<file path="config.mk">
export PLATFORM = sky130hd
export DESIGN_NAME = timedelay_array_flat
export DESIGN_NICKNAME = d
export VERILOG_FILES = /design/src/rtl/timedelay_array_if.sv /design/src/rtl/timedelay_array.sv /design/src/flat_wrapper.sv
export SDC_FILE = /design/constraint.sdc
export NUM_CORES = 1
export LEC_CHECK = 0
export CORE_MARGIN = 2
export CORE_UTILIZATION = 25
export CTS_BUF_LIST = sky130_fd_sc_hd__clkbuf_4 sky130_fd_sc_hd__clkbuf_8
export DETAILED_ROUTE_END_ITERATION = 10
export RECOVER_POWER = 25
export SLEW_MARGIN = 20
export SYNTH_ARGS = -nofsm -noshare
export SYNTH_HDL_FRONTEND = slang
export SYNTH_HIERARCHICAL = 1
export SYNTH_SLANG_ARGS = --single-unit
</file>
<file path="constraint.sdc">
create_clock -name clk -period 3.1 [get_ports clk]
set_clock_uncertainty 0.2 [all_clocks]
set_input_delay 0.93 -clock clk [delete_from_list [all_inputs] [get_ports clk]]
set_output_delay 0.93 -clock clk [all_outputs]
set_load 0.005 [all_outputs]
</file>
<file path="src/rtl/timedelay_array_if.sv">
// Bus for the multi-channel time-delay block: raw status inputs and
// per-channel clears in, threshold taps and qualified outputs back.
interface timedelay_array_if #(
   parameter int CHANNELS = 4,
   parameter int TAPS     = 6
);
   logic [CHANNELS-1:0]      in;
   logic [CHANNELS-1:0]      clr;
   logic [CHANNELS*TAPS-1:0] tap;
   logic [CHANNELS-1:0]      out;
   logic [CHANNELS-1:0]      rise;
   logic [CHANNELS-1:0]      fall;

   modport master (output in, clr, input tap, out, rise, fall);
   modport slave  (input in, clr, output tap, out, rise, fall);
endinterface

</file>
<file path="src/rtl/timedelay_array.sv">
// Multi-channel time-delay / power-good qualifier. Each channel counts
// consecutive high clocks, drives evenly spaced threshold taps, and a
// glitch-filtered output that sets at full delay and clears only after
// a programmable low-hold time.

// One independent channel.
module timedelay_chan #(
   parameter int TAPS      = 6,
   parameter int TAP_STEP  = 5,
   parameter int OFF_DELAY = 5,
   parameter int CNT_W     = 8
) (
   input  logic            clk,
   input  logic            rst,
   input  logic            in,
   input  logic            clr,
   output logic [TAPS-1:0] tap,
   output logic            out,
   output logic            rise,
   output logic            fall
);
   localparam logic [CNT_W-1:0] MAX   = CNT_W'(TAPS * TAP_STEP);
   localparam logic [CNT_W-1:0] OFF_D = CNT_W'(OFF_DELAY);

   typedef enum logic [1:0] {S_OFF, S_ON, S_HOLD} state_t;

   state_t           state;
   logic [CNT_W-1:0] cnt;
   logic [CNT_W-1:0] cnt_nxt;
   logic [CNT_W-1:0] offcnt;

   // Next high-time count: saturate at MAX, any low sample restarts it.
   always_comb begin
      cnt_nxt = '0;
      if (!clr && in)
         cnt_nxt = (cnt == MAX) ? MAX : cnt + CNT_W'(1);
   end

   // High-time counter register.
   always_ff @(posedge clk or posedge rst) begin
      if (rst) cnt <= '0;
      else     cnt <= cnt_nxt;
   end

   // Taps decode straight off the registered count so they clear with reset.
   for (genvar k = 0; k < TAPS; k++) begin : g_tap
      assign tap[k] = (cnt >= CNT_W'((k + 1) * TAP_STEP));
   end

   // Qualification FSM with registered out/rise/fall; clr wins and never pulses fall.
   always_ff @(posedge clk or posedge rst) begin
      if (rst) begin
         state  <= S_OFF;
         offcnt <= '0;
         out    <= 1'b0;
         rise   <= 1'b0;
         fall   <= 1'b0;
      end else begin
         rise <= 1'b0;
         fall <= 1'b0;
         if (clr) begin
            state  <= S_OFF;
            offcnt <= '0;
            out    <= 1'b0;
         end else begin
            case (state)
               S_OFF: begin
                  if (cnt_nxt == MAX) begin
                     state <= S_ON;
                     out   <= 1'b1;
                     rise  <= 1'b1;
                  end
               end
               S_ON: begin
                  if (!in) begin
                     if (OFF_DELAY > 0) begin
                        state  <= S_HOLD;
                        offcnt <= CNT_W'(1);
                     end else begin
                        state <= S_OFF;
                        out   <= 1'b0;
                        fall  <= 1'b1;
                     end
                  end
               end
               S_HOLD: begin
                  if (in) begin
                     // Input came back before the hold expired: stay on, taps re-ramp.
                     state  <= S_ON;
                     offcnt <= '0;
                  end else if (offcnt == OFF_D) begin
                     state  <= S_OFF;
                     offcnt <= '0;
                     out    <= 1'b0;
                     fall   <= 1'b1;
                  end else begin
                     offcnt <= offcnt + CNT_W'(1);
                  end
               end
               default: begin
                  state  <= S_OFF;
                  offcnt <= '0;
                  out    <= 1'b0;
               end
            endcase
         end
      end
   end
endmodule

// Top: one channel instance per input, taps packed channel-major.
module timedelay_array #(
   parameter int CHANNELS  = 4,
   parameter int TAPS      = 6,
   parameter int TAP_STEP  = 5,
   parameter int OFF_DELAY = 5,
   parameter int CNT_W     = 8
) (
   input  logic              clk,
   input  logic              rst,
   timedelay_array_if.slave  bus
);
   for (genvar i = 0; i < CHANNELS; i++) begin : g_ch
      timedelay_chan #(
         .TAPS      (TAPS),
         .TAP_STEP  (TAP_STEP),
         .OFF_DELAY (OFF_DELAY),
         .CNT_W     (CNT_W)
      ) u_chan (
         .clk  (clk),
         .rst  (rst),
         .in   (bus.in[i]),
         .clr  (bus.clr[i]),
         .tap  (bus.tap[i*TAPS +: TAPS]),
         .out  (bus.out[i]),
         .rise (bus.rise[i]),
         .fall (bus.fall[i])
      );
   end
endmodule

</file>
<file path="src/flat_wrapper.sv">
// flat-port wrapper written by rule: the top's interface ports become plain ports
module timedelay_array_flat 
#(
   parameter int CHANNELS  = 4,
   parameter int TAPS      = 6,
   parameter int TAP_STEP  = 5,
   parameter int OFF_DELAY = 5,
   parameter int CNT_W     = 8
)
  (clk, rst, bus_in, bus_clr, bus_tap, bus_out, bus_rise, bus_fall);
  timedelay_array_if #(.CHANNELS(CHANNELS), .TAPS(TAPS)) bus_i ();
  input  logic clk;
  input  logic rst;
  input wire logic [$bits(bus_i.in)-1:0] bus_in;
  input wire logic [$bits(bus_i.clr)-1:0] bus_clr;
  output wire logic [$bits(bus_i.tap)-1:0] bus_tap;
  output wire logic [$bits(bus_i.out)-1:0] bus_out;
  output wire logic [$bits(bus_i.rise)-1:0] bus_rise;
  output wire logic [$bits(bus_i.fall)-1:0] bus_fall;
  assign bus_i.in = bus_in;
  assign bus_i.clr = bus_clr;
  assign bus_tap = bus_i.tap;
  assign bus_out = bus_i.out;
  assign bus_rise = bus_i.rise;
  assign bus_fall = bus_i.fall;
  timedelay_array #(.CHANNELS(CHANNELS), .TAPS(TAPS), .TAP_STEP(TAP_STEP), .OFF_DELAY(OFF_DELAY), .CNT_W(CNT_W)) u_core (.clk(clk), .rst(rst), .bus(bus_i));
endmodule
</file>
==> impl_metrics.ini, run 1 <==
[worst_setup_path]
crit_fanout = 8
cp-start-kind = flip-flop
timing.critical_path.required_ns = 1.97
worstSetupEndpointType = output pin
r2r_start = u_core/g_ch[2].u_chan/cnt[5]
cp_slowest_cell = sky130_fd_sc_hd__dfrtp_1
timing.critical_path.arrival_ns = 1.88
critical_path.startpoint = u_core/g_ch[3].u_chan/cnt[4]
largest_stage_delay_worst_path_ns = 0.48
worstSetupPathType = flip-flop to output pin
worstPathCellList = nor4_1, nand2_1, clkdlybuf4s50_1

[floorplan]
initial_utilization = 0.254
pin_count = 46
die_width_um = 153
floorplan.rows = 54
die_area_sq_mm = 0.0233
coreArea_sq_mm = 0.0218
floorplan.die.height_um = 153

[place]
buffer_ports.inserted = 45
gp_routability_congestion = 0.799
detailedPlacementHpwl_um = 8380

[global_route]
grt_antenna_before_repair = 0
groute.usage.overall = 0.0997
gr-total-overflow = 0
first_pass_grt_wire_length_um = 19700
grt_max_degree = 22
grt_pass1_vias = 4295

[cts]
clk-insertion-delay-late_ns = 0.37
clkTransAtPathRegs_ns = 0.10
cts_inserted_buffers = 9
cts_tree = done
h-tree-depth = 3
cts.root.buffer_cell = sky130_fd_sc_hd__clkbuf_8
cts_num_sinks = 84
cts_buffer_depth = 2

[sta]
final_count_of_negative_setup_slack_endpoints = 0
hold_ws_ns = 0.293
layout_worst_path_cycle_share = 0.972
slew_violations = 0
fin_crit_ns = 3.01
fin_hold_viols = 0
maxSlewHeadroom = 0.206
timing_worst_slew_pin_value_ns = 1.19
max_freq_mhz = 332

[final_layout]
final_common_cell = sky130_fd_sc_hd__dfrtp_1
syn_to_final_growth_pct = 21.9
seq_area_sq_mm = 0.00212
final_util = 0.309
design.final.nets = 730
layout_common_cells = 72 x sky130_fd_sc_hd__dfrtp_1, 57 x sky130_fd_sc_hd__nand2_1, 52 x sky130_fd_sc_hd__nor2_1
total_area_of_multi_input_combinational_cells_sq_mm = 0.00317
layout.filler_cells = 2270
diodes = 0
post_route_cells_drive_above_1_share = 0.130

[hold_path]
worst_hold_startpoint = u_core/g_ch[3].u_chan/offcnt[7]
timing.hold.worst.class = flip-flop to flip-flop

[logic_synthesis]
syn-mean-instance-area_sq_um = 9.11
mappedNetlistArea_sq_mm = 0.00552
synth_enable_flop_cells = 0
synth_top_area_share = 0.381
ys_ff_latch = 84
postSynth.topFlopCell = sky130_fd_sc_hd__dfrtp_1
seq_area_frac_synth = 0.381
synth_fp_nets = 657
yosysUniqueCellTypes = 68
synth_top_area_cell = sky130_fd_sc_hd__dfrtp_1
ys_top_cells_by_area = sky130_fd_sc_hd__dfrtp_1 38%, sky130_fd_sc_hd__ha_1 9.3%, sky130_fd_sc_hd__nand2_1 3.9%
synthesis.instances = 606
yosysWarningCount = 6
async_reset_ff_frac = 1.00

[route]
routed_via_density = 4.71
ant_nets = 0
drt_iter0_drc = 219
routed_wire_length_per_instance_um = 11.9
drcViolationCount = 0
drt_first_pass_iters = 4
drt_wl_total_um = 11400
via_count = 4539

[run]
maxCapViolCount = 0

[status]
run_status = finished, final reports clean

[power]
power.leakage_nw = 2.99
power_per_cell_area_mw_per_mm2 = 442
power.ir.vdd_worst_mv = 0.205
power_after_layout_mw = 2.98
## path summary, 6_finish.rpt
kind / cells after the start / slack [ns] / to
max: 3 / 0.09 / bus_tap[19]
min: 1 / 0.29 / u_core/g_ch[3].u_chan/offcnt[7]
max reg2reg: 5 / 0.57 / u_core/g_ch[2].u_chan/state[1]
min reg2reg: 1 / 0.29 / u_core/g_ch[3].u_chan/offcnt[7]
max in group asynchronous: 3 / 0.60 / u_core/g_ch[3].u_chan/cnt[1]
min in group asynchronous: 3 / 1.27 / u_core/g_ch[1].u_chan/state[1]
## where the power goes
part           internal (mW)  switching (mW)  total, mW
clock                  0.499           0.418      0.918
combinational          0.363           0.461      0.824
sequential              1.16          0.0809       1.24
## critical path, delay by kind of cell (launching register included)
family | cells | cell delay [ns]
buffers and inverters | 1 | 0.46
DFF | 1 | 0.48
and+or+nand+nor | 2 | 0.58
## layer usage
metal / part of all wire / track usage
met1: 0.48 / 0.130
met2: 0.47 / 0.163
met3: 0.028 / 0.0176
met4: 0.019 / 0.0428
met5: 0 / 0
## timing repair
item / CTS / global route
setup buffers: 0 / 11
pin swaps: 0 / 1
resized for setup: 5 / 17
hold buffers: 0 / 0
setup endpoints to repair: 8 / 18
## flip-flops by register name (all words and copies together) (netlist names)
register                   cells
u_core/g_ch.u_chan/out         4
u_core/g_ch.u_chan/fall        4
u_core/g_ch.u_chan/rise        4
u_core/g_ch.u_chan/state       8
u_core/g_ch.u_chan/cnt        32
u_core/g_ch.u_chan/offcnt     32
## cell families after synthesis
family / after synthesis / synth area share
simple gates: 250 / 0.238
fa+ha+maj: 41 / 0.0929
xor+xnor: 32 / 0.0507
flops: 84 / 0.381
mux: 5 / 0.0131
buf+inv: 57 / 0.0496
compound gates: 137 / 0.175
## synthesized netlist by cell type (all sizes together), types with 3 or more instances
cell type and count:
o21bai 3, clkbuf 7, mux2i 3, dfrtp 84, inv 37, o21a 8
nand4 8, a21oi 35, nand2 57, ha 41, xor2 21, nor3 27
nand3b 6, a32o 4, nor2b 9, xnor2 11, o21ai 35, and3 10
o2111ai 7, o211ai 8, a21o 4, o31ai 10, nor2 55, a31oi 6
and2 5, or3 13, nor4 5, buf 13, nand2b 17, nand3 20
## metrics by stage
stage | instances | instance area, sq um | TNS (ns) | worst slack [ns]
after floorplan | 606 | 5520 | 0 | 0.523
after global placement | 937 | 6380 | -0.00964 | -0.00554
after detailed placement | 937 | 6380 | -0.0413 | -0.0233
after CTS | 953 | 6630 | 0 | 0.00559
after global routing | 964 | 6730 | -0.00111 | -0.00111
final | 964 | 6730 | 0 | 0.0856
## layout make-up
type                       instances  area share
clock buffer                      11      0.0225
clock inverter                     5      0.0125
inverter                          37      0.0206
multi-input combinational        465       0.471
sequential                        84       0.314
tap                              280      0.0520
timing repair buffer              82       0.107
No activity file was read; power rests on OpenSTA's default activity.
==> run 2: changes to the inputs <==
--- a/config.mk
+++ b/config.mk
@@ -6,9 +6,10 @@
 export NUM_CORES = 1
 export LEC_CHECK = 0
 export CORE_MARGIN = 2
-export CORE_UTILIZATION = 25
+export CORE_UTILIZATION = 61
 export CTS_BUF_LIST = sky130_fd_sc_hd__clkbuf_4 sky130_fd_sc_hd__clkbuf_8
 export DETAILED_ROUTE_END_ITERATION = 10
+export PLACE_DENSITY = 0.83
 export RECOVER_POWER = 25
 export SLEW_MARGIN = 20
 export SYNTH_ARGS = -nofsm -noshare
==> impl_metrics.ini, run 2 (synthesis results as in run 1) <==
[status]
run_status = finished, final reports clean

[worst_setup_path]
largest_stage_delay_worst_path_ns = 0.46
crit_fanout = 7
cpLargestDelayFamily = flip-flops
cp_slowest_cell = sky130_fd_sc_hd__dfrtp_2
timing.critical_path.required_ns = 1.97
timing.critical_path.buf_inv = 1
cp-start-kind = flip-flop
worstPathCellList = ha_1, nand2b_1, o211ai_1, nand2_1, clkdlybuf4s50_1
timing.critical_path.arrival_ns = 1.89
worstSetupPathType = flip-flop to output pin
worstSetupEndpointType = output pin

[final_layout]
diodes = 0
layout.filler_cells = 650
layout.cells.non_filler = 783
largest_registers = u_core/g_ch.u_chan/cnt (32), u_core/g_ch.u_chan/offcnt (32), u_core/g_ch.u_chan/state (8)
seq_area_sq_mm = 0.00212
final_common_cell = sky130_fd_sc_hd__dfrtp_1
post_route_cells_drive_above_1_share = 0.121
design.final.nets = 721
syn_to_final_growth_pct = 15.9
layout_common_cells = 72 x sky130_fd_sc_hd__dfrtp_1, 57 x sky130_fd_sc_hd__nand2_1, 52 x sky130_fd_sc_hd__nor2_1
total_area_of_multi_input_combinational_cells_sq_mm = 0.00317

[sta]
maxSlewHeadroom = 0.230
setup-tns-final_ns = 0
final_count_of_negative_setup_slack_endpoints = 0
hold_ws_ns = 0.307
slew_violations = 0
max_freq_mhz = 331
fin_crit_ns = 3.02
layout_worst_path_cycle_share = 0.974
timing_worst_slew_pin_value_ns = 1.16
fin_ws_ns = 0.0812
fin_hold_viols = 0

[route]
drt_iter0_drc = 185
routed_via_density = 5.97
via_count = 4678
drcViolationCount = 0
drt_wl_total_um = 11900
routed_wire_length_per_instance_um = 15.1
drt_first_pass_iters = 5
ant_nets = 0

[cts]
h-tree-depth = 3
cts_buffer_depth = 2
cts_inserted_buffers = 9
cts_tree = done
postCtsHoldBufs = 0
cts.root.buffer_cell = sky130_fd_sc_hd__clkbuf_8
clk-insertion-delay-late_ns = 0.36
clkTransAtPathRegs_ns = 0.09
cts_num_sinks = 84

[power]
power_after_layout_mw = 2.81
power_per_cell_area_mw_per_mm2 = 439
power.leakage_nw = 2.94
power.ir.vdd_worst_mv = 0.315

[floorplan]
coreArea_sq_mm = 0.00876
die_width_um = 99.2
pin_count = 46
floorplan.die.height_um = 99.2
initial_utilization = 0.630
floorplan.rows = 34
die_area_sq_mm = 0.00983

[place]
detailedPlace.worstSlack_ns = -0.0423
gp_routability_congestion = 0.849
detailedPlacementHpwl_um = 8530
buffer_ports.inserted = 45
dpl.cell_count = 759

[global_route]
grt_antenna_before_repair = 0
first_pass_grt_wire_length_um = 20200
gr-total-overflow = 0
grt_max_degree = 22
grt_pass1_vias = 4570
groute.usage.overall = 0.246

[hold_path]
timing.hold.worst.class = flip-flop to flip-flop

[run]
maxCapViolCount = 0
==> run 2: per-stage QoR <==
step                       util  area, sq um
after floorplan               -         5520
after global placement    0.699         6120
after detailed placement  0.699         6120
after CTS                 0.720         6310
after global routing      0.731         6400
final                     0.731         6400
==> run 2: worst paths after layout <==
check,startpoint,end,slack (ns),cells past startpoint
setup reg to reg,u_core/g_ch[2].u_chan/cnt[5],u_core/g_ch[2].u_chan/state[1],0.49,5
hold reg to reg,u_core/g_ch[3].u_chan/offcnt[7],u_core/g_ch[3].u_chan/offcnt[7],0.31,1
max in group asynchronous,rst,u_core/g_ch[2].u_chan/cnt[1],0.65,3
min in group asynchronous,rst,u_core/g_ch[3].u_chan/cnt[2],0.95,3
hold / removal,u_core/g_ch[3].u_chan/offcnt[7],u_core/g_ch[3].u_chan/offcnt[7],0.31,1
setup / recovery,u_core/g_ch[0].u_chan/cnt[0],bus_tap[4],0.08,5
==> run 2: what timing repair did <==
item	in CTS	in global routing
resized for setup	1	22
endpoints found under the setup margin	2	17
buffers inserted	0	8
==> run 2: per-layer routing <==
layer / track usage / part of all wire
met1: 0.316 / 0.44
met5: 0 / 0
met2: 0.430 / 0.50
met3: 0.0316 / 0.039
met4: 0.0875 / 0.015
==> run 2: cell type report <==
type / instances / share of cell area
clock buffer: 13 / 0.0250
clock inverter: 3 / 0.00332
inverter: 37 / 0.0217
multi-input combinational: 465 / 0.496
sequential: 84 / 0.331
tap: 108 / 0.0211
timing repair buffer: 73 / 0.103
==> run 2: power breakdown <==
part	leakage [nW]	internal [mW]	switching, mW	total [mW]
registers	1.14	1.16	0.0831	1.24
clock network	0.0943	0.343	0.400	0.742
logic	1.70	0.346	0.485	0.831
